==> src/rtl/reg_bank_arbiter.sv <==
// Config register bank with a two-port arbiter (SPI on port 0, I2C on port 1) and read-only access to the status bank.
// Each access runs IDLE -> ACCESS -> ACK. Under the shared policy, the two ports take turns.
module reg_bank_arbiter #(
  parameter int NUM_CFG   = 8,
  parameter int REG_WIDTH = 8,
  parameter int ADDR_W    = $clog2(NUM_CFG) + 1
) (
  input  logic                         clk,
  input  logic                         rst,
  input  logic [1:0]                   sel,
  input  logic                         p0_req,
  input  logic                         p0_we,
  input  logic [ADDR_W-1:0]            p0_addr,
  input  logic [REG_WIDTH-1:0]         p0_wdata,
  output logic                         p0_ack,
  output logic [REG_WIDTH-1:0]         p0_rdata,
  input  logic                         p1_req,
  input  logic                         p1_we,
  input  logic [ADDR_W-1:0]            p1_addr,
  input  logic [REG_WIDTH-1:0]         p1_wdata,
  output logic                         p1_ack,
  output logic [REG_WIDTH-1:0]         p1_rdata,
  output logic [NUM_CFG*REG_WIDTH-1:0] config_regs,
  input  logic [NUM_CFG*REG_WIDTH-1:0] status_regs,
  output logic                         busy,
  output logic                         owner
);

  typedef enum logic [1:0] {IDLE, ACCESS, ACK} state_t;

  state_t                 state, next_state;
  logic                   owner_q;
  logic                   we_q;
  logic [ADDR_W-1:0]      addr_q;
  logic [REG_WIDTH-1:0]   wdata_q;
  logic                   p0_elig, p1_elig, grant_valid, grant_port;
  logic                   is_status;
  logic [REG_WIDTH-1:0]   rd_val;

  assign p0_elig     = p0_req && ((sel == 2'b00) || sel[1]);
  assign p1_elig     = p1_req && ((sel == 2'b01) || sel[1]);
  assign grant_valid = p0_elig || p1_elig;
  // When both ports request, the port that did not win last time gets the grant.
  assign grant_port  = (p0_elig && p1_elig) ? ~owner_q : p1_elig;
  assign is_status   = addr_q[ADDR_W-1];

  always_ff @(posedge clk) begin
    if (rst) state <= IDLE;
    else     state <= next_state;
  end

  always_comb begin
    next_state = state;
    case (state)
      IDLE:    if (grant_valid) next_state = ACCESS;
      ACCESS:  next_state = ACK;
      ACK:     next_state = IDLE;
      default: next_state = IDLE;
    endcase
  end

  always_comb begin
    busy   = (state != IDLE);
    p0_ack = (state == ACK) && !owner_q;
    p1_ack = (state == ACK) &&  owner_q;
  end

  assign owner = owner_q;

  always_ff @(posedge clk) begin
    if (rst) begin
      owner_q <= 1'b1;
      we_q    <= 1'b0;
      addr_q  <= '0;
      wdata_q <= '0;
    end else if (state == IDLE && grant_valid) begin
      owner_q <= grant_port;
      we_q    <= grant_port ? p1_we    : p0_we;
      addr_q  <= grant_port ? p1_addr  : p0_addr;
      wdata_q <= grant_port ? p1_wdata : p0_wdata;
    end
  end

  // Register indices that match no register fall through with rd_val = 0.
  always_comb begin
    rd_val = '0;
    for (int i = 0; i < NUM_CFG; i++) begin
      if (addr_q[ADDR_W-2:0] == (ADDR_W-1)'(i))
        rd_val = is_status ? status_regs[i*REG_WIDTH +: REG_WIDTH]
                           : config_regs[i*REG_WIDTH +: REG_WIDTH];
    end
  end

  always_ff @(posedge clk) begin
    if (rst) begin
      config_regs <= '0;
    end else if (state == ACCESS && we_q && !is_status) begin
      for (int i = 0; i < NUM_CFG; i++) begin
        if (addr_q[ADDR_W-2:0] == (ADDR_W-1)'(i))
          config_regs[i*REG_WIDTH +: REG_WIDTH] <= wdata_q;
      end
    end
  end

  // rdata changes only when an access completes; on a write it returns 0.
  always_ff @(posedge clk) begin
    if (rst) begin
      p0_rdata <= '0;
      p1_rdata <= '0;
    end else if (state == ACCESS) begin
      if (owner_q) p1_rdata <= we_q ? '0 : rd_val;
      else         p0_rdata <= we_q ? '0 : rd_val;
    end
  end

endmodule

==> config.mk <==
export PLATFORM = sky130hd
export DESIGN_NAME = reg_bank_arbiter
export DESIGN_NICKNAME = d
export VERILOG_FILES = /design/src/rtl/reg_bank_arbiter.sv
export SDC_FILE = /design/constraint.sdc
export NUM_CORES = 1
export LEC_CHECK = 0
export ABC_AREA = 1
export ABC_CLOCK_PERIOD_IN_PS = 1540
export BUFFER_PORTS_ARGS = -buffer_cell sky130_fd_sc_hd__buf_2
export CAP_MARGIN = 30
export CORE_MARGIN = 8
export CORE_UTILIZATION = 36
export DETAILED_ROUTE_END_ITERATION = 7
export SLEW_MARGIN = 10
export SYNTH_ARGS = -nofsm -noshare
export SYNTH_HDL_FRONTEND = slang
export SYNTH_SLANG_ARGS = --single-unit
==> constraint.sdc <==
create_clock -name clk -period 1.54 [get_ports clk]
set_clock_uncertainty 0.1 [all_clocks]
set_input_delay 0.308 -clock clk [delete_from_list [all_inputs] [get_ports clk]]
set_output_delay 0.308 -clock clk [all_outputs]
set_load 0.05 [all_outputs]
==> results.cfg <==
[synth]
post-synth-top-area-fraction = 0.4104
ys_seq_elements = 96
netlist_area_um2 = 4683
synthCells = 722
synth_area_leaders = dfxtp_1, nand2_1, nor2_1
yosysWarningCount = 0
avgSynthCellArea_um2 = 6.486
synth_cell_types = 23
syn-num-nets = 818
yosysSeqAreaShare = 0.4104
synth_top_area_cell = dfxtp_1

[detailed_routing]
drt-total-wl_mm = 19.22
drtAntennaViolNets = 0
first_iter_violations = 496
drc = 0
vias = 5513
drt-vias-per-instance = 4.994
firstDrtPassIters = 5
wl_per_cell_um = 17.41

[grt]
antenna_found_initial = 0
grt_overflow_total = 0
grt_usage = 0.2209
grt_pass1_vias = 5322
grt_first_pass_wirelength_mm = 28.76
grt_max_degree = 71

[die]
core-area_um2 = 12670
die_h_um = 130.1
die_x_um = 130.1
dieArea_um2 = 16910
core.rowCount = 41
ioPinCount = 180
initial_core_util = 0.3696

[timing]
finalWorstSetupSlack_ns = -0.1124
fmaxAchievable_mhz = 605.2
tightest_slew_ns = 0.5139
finalSetupTns_ns = -1.340
setup_violations = 20
finalHoldViolCount = 0
whs_ns = 0.06445
period_minus_slack_ns = 1.652
fin_crit_sh = 1.073
drv_slew = 0
rsz0062_at_grt = yes
relSlewSlack = 0.6569

[hold_path]
hold_end = state[0]$_SDFFE_PP0P_
min_from = rst
hold_class = input port to flop
hold_depth = 2

[worst_setup_path]
cp_data_required_time_ns = 1.67
worstReg2RegStart = addr_q[3]$_SDFFE_PP0P_
crit_path_top_delay_cell = dfxtp_4
r2r-end = p1_rdata[6]$_SDFFE_PP0P_
critical_path_arrival_ns = 1.78
crit_path_max_incr_delay_ns = 0.43
crit_chain = inv_8 -> buf_12 -> or2_2 -> o211ai_1 -> nand4_1 -> nand2_1 -> a21oi_1
worst-r2r-setup-slack_ns = -0.11
critPathMaxFanout = 11
reg2reg_depth = 7
crit_type = flop to flop
startpoint_type = flop
end_kind = flop

[power_and_ir_drop]
power_density_nw_per_um2 = 992.4
power_leakage_nw = 3.404
ir_worst_vdd_mv = 0.5570
totalPowerFinal_mw = 6.853

[finish]
layout_commonest_cell = buf_2
antennaDiodeCount = 0
syn_to_final_growth_pct = 47.45
final_nets = 1023
final_cell_mix = buf_2, nor2_1, nand2_1, dfxtp_1, o21ai_0
nFillCells = 1305
drive_gt1_frac = 0.3680

[place]
hpwl_mm = 13.82
preCtsSetupSlack_ns = -0.2810
place_congestion = 0.8489
numPortBuffers = 179

[clocking]
postCtsHoldBufs = 0
htree_levels = 3
clk_pin_slew_ns = 0.07
cts_buffer_depth = 2
cts_tree = done
cts_root_buffer = clkbuf_16
cts_buffers = 9
clkSinkCount = 96
insertion_delay_ns = 0.34

[job]
drv_cap = 0

[outcome]
violations = negative setup slack
outcome = finished with violations
## critical path: cells and delay by family (launching register included)
kind                   cells  cell delay [ns]
AOI/OAI and AO/OA          2             0.21
buffers and inverters      2             0.22
DFF                        1             0.43
and+or+nand+nor            3             0.57
## metrics by stage
stage,cell area [um2],util,std cells
global placement,6078,0.4797,1079
finish,6905,0.5450,1104
floorplan,4707,-,722
detailed placement,6078,0.4797,1079
CTS,6661,0.5257,1101
global route,6905,0.5450,1104
## routing by layer
metal	vias to the layer above	GRT usage	part of all wire
met5	-	0	0
met4	0	0.06626	0.020
met3	30	0.04080	0.073
met2	196	0.3586	0.47
met1	2507	0.2911	0.44
li1	2780	-	-
## area by class of cell
cell class,instances,area (um2),share of cell area
multi-input combinational,560,2761,0.3999
sequential,96,1941,0.2810
timing repair buffer,234,1549,0.2243
clock buffer,12,256.5,0.03714
tap,172,215.2,0.03117
inverter,26,130.1,0.01884
clock inverter,4,52.55,0.007610
## power by group
part / total (mW) / internal (mW) / switching, mW
clock: 2.34 / 1.35 / 0.986
combinational: 1.80 / 0.707 / 1.09
sequential: 2.72 / 2.58 / 0.134
total: 6.85 / 4.64 / 2.22
## worst max-delay path by stage
| stage | start | to | slack [ns] | depth (start not counted) |
|---|---|---|---|---|
| floorplan | state[0]$_SDFFE_PP0P_ | config_regs[23]$_SDFFE_PP0P_ | -0.05 | 7 |
| global placement | addr_q[0]$_SDFFE_PP0P_ | p1_rdata[0]$_SDFFE_PP0P_ | -0.26 | 10 |
| detailed placement | addr_q[0]$_SDFFE_PP0P_ | p1_rdata[0]$_SDFFE_PP0P_ | -0.28 | 10 |
| CTS | addr_q[3]$_SDFFE_PP0P_ | config_regs[11]$_SDFFE_PP0P_ | -0.07 | 8 |
| global route | addr_q[2]$_SDFFE_PP0P_ | p0_rdata[7]$_SDFFE_PP0P_ | -0.21 | 9 |
| finish | addr_q[3]$_SDFFE_PP0P_ | p1_rdata[6]$_SDFFE_PP0P_ | -0.11 | 7 |
## kinds of logic after synthesis
group | count (synthesis) | share of synthesized area
flip-flops | 96 | 0.4104
AND/OR/NAND/NOR | 367 | 0.3182
buffers and inverters | 68 | 0.05824
AO/OA/AOI/OAI | 191 | 0.2132
## flip-flops by register name, indices dropped and copies added (netlist names)
signal	count
config_regs	64
addr_q	4
p1_rdata	8
p0_rdata	8
state	2
wdata_q	8
owner	1
we_q	1
## Yosys cell counts
cell / n
inv_2: 9
nor2_4: 1
clkbuf_2: 1
nand2_1: 166
inv_1: 17
nor2_1: 162
dfxtp_1: 96
o21ai_0: 106
a21boi_1: 1
nor3_4: 2
or2_2: 11
buf_2: 13
clkbuf_1: 28
nor2_2: 2
nand4_1: 3
nand3_2: 1
o211ai_1: 11
nand3_1: 12
a21oi_1: 64
o21a_1: 1
nor3_1: 5
a31oi_1: 8
nor3_2: 2
## timing repair
| action | CTS | global route |
|---|---|---|
| endpoints found under the setup margin | 83 | 83 |
| buffers inserted | 1 | 1 |
| cloned | 5 | 2 |
| pin swaps | 12 | 6 |
| gates resized for setup | 63 | 66 |
(Power assumes the default switching activity.)
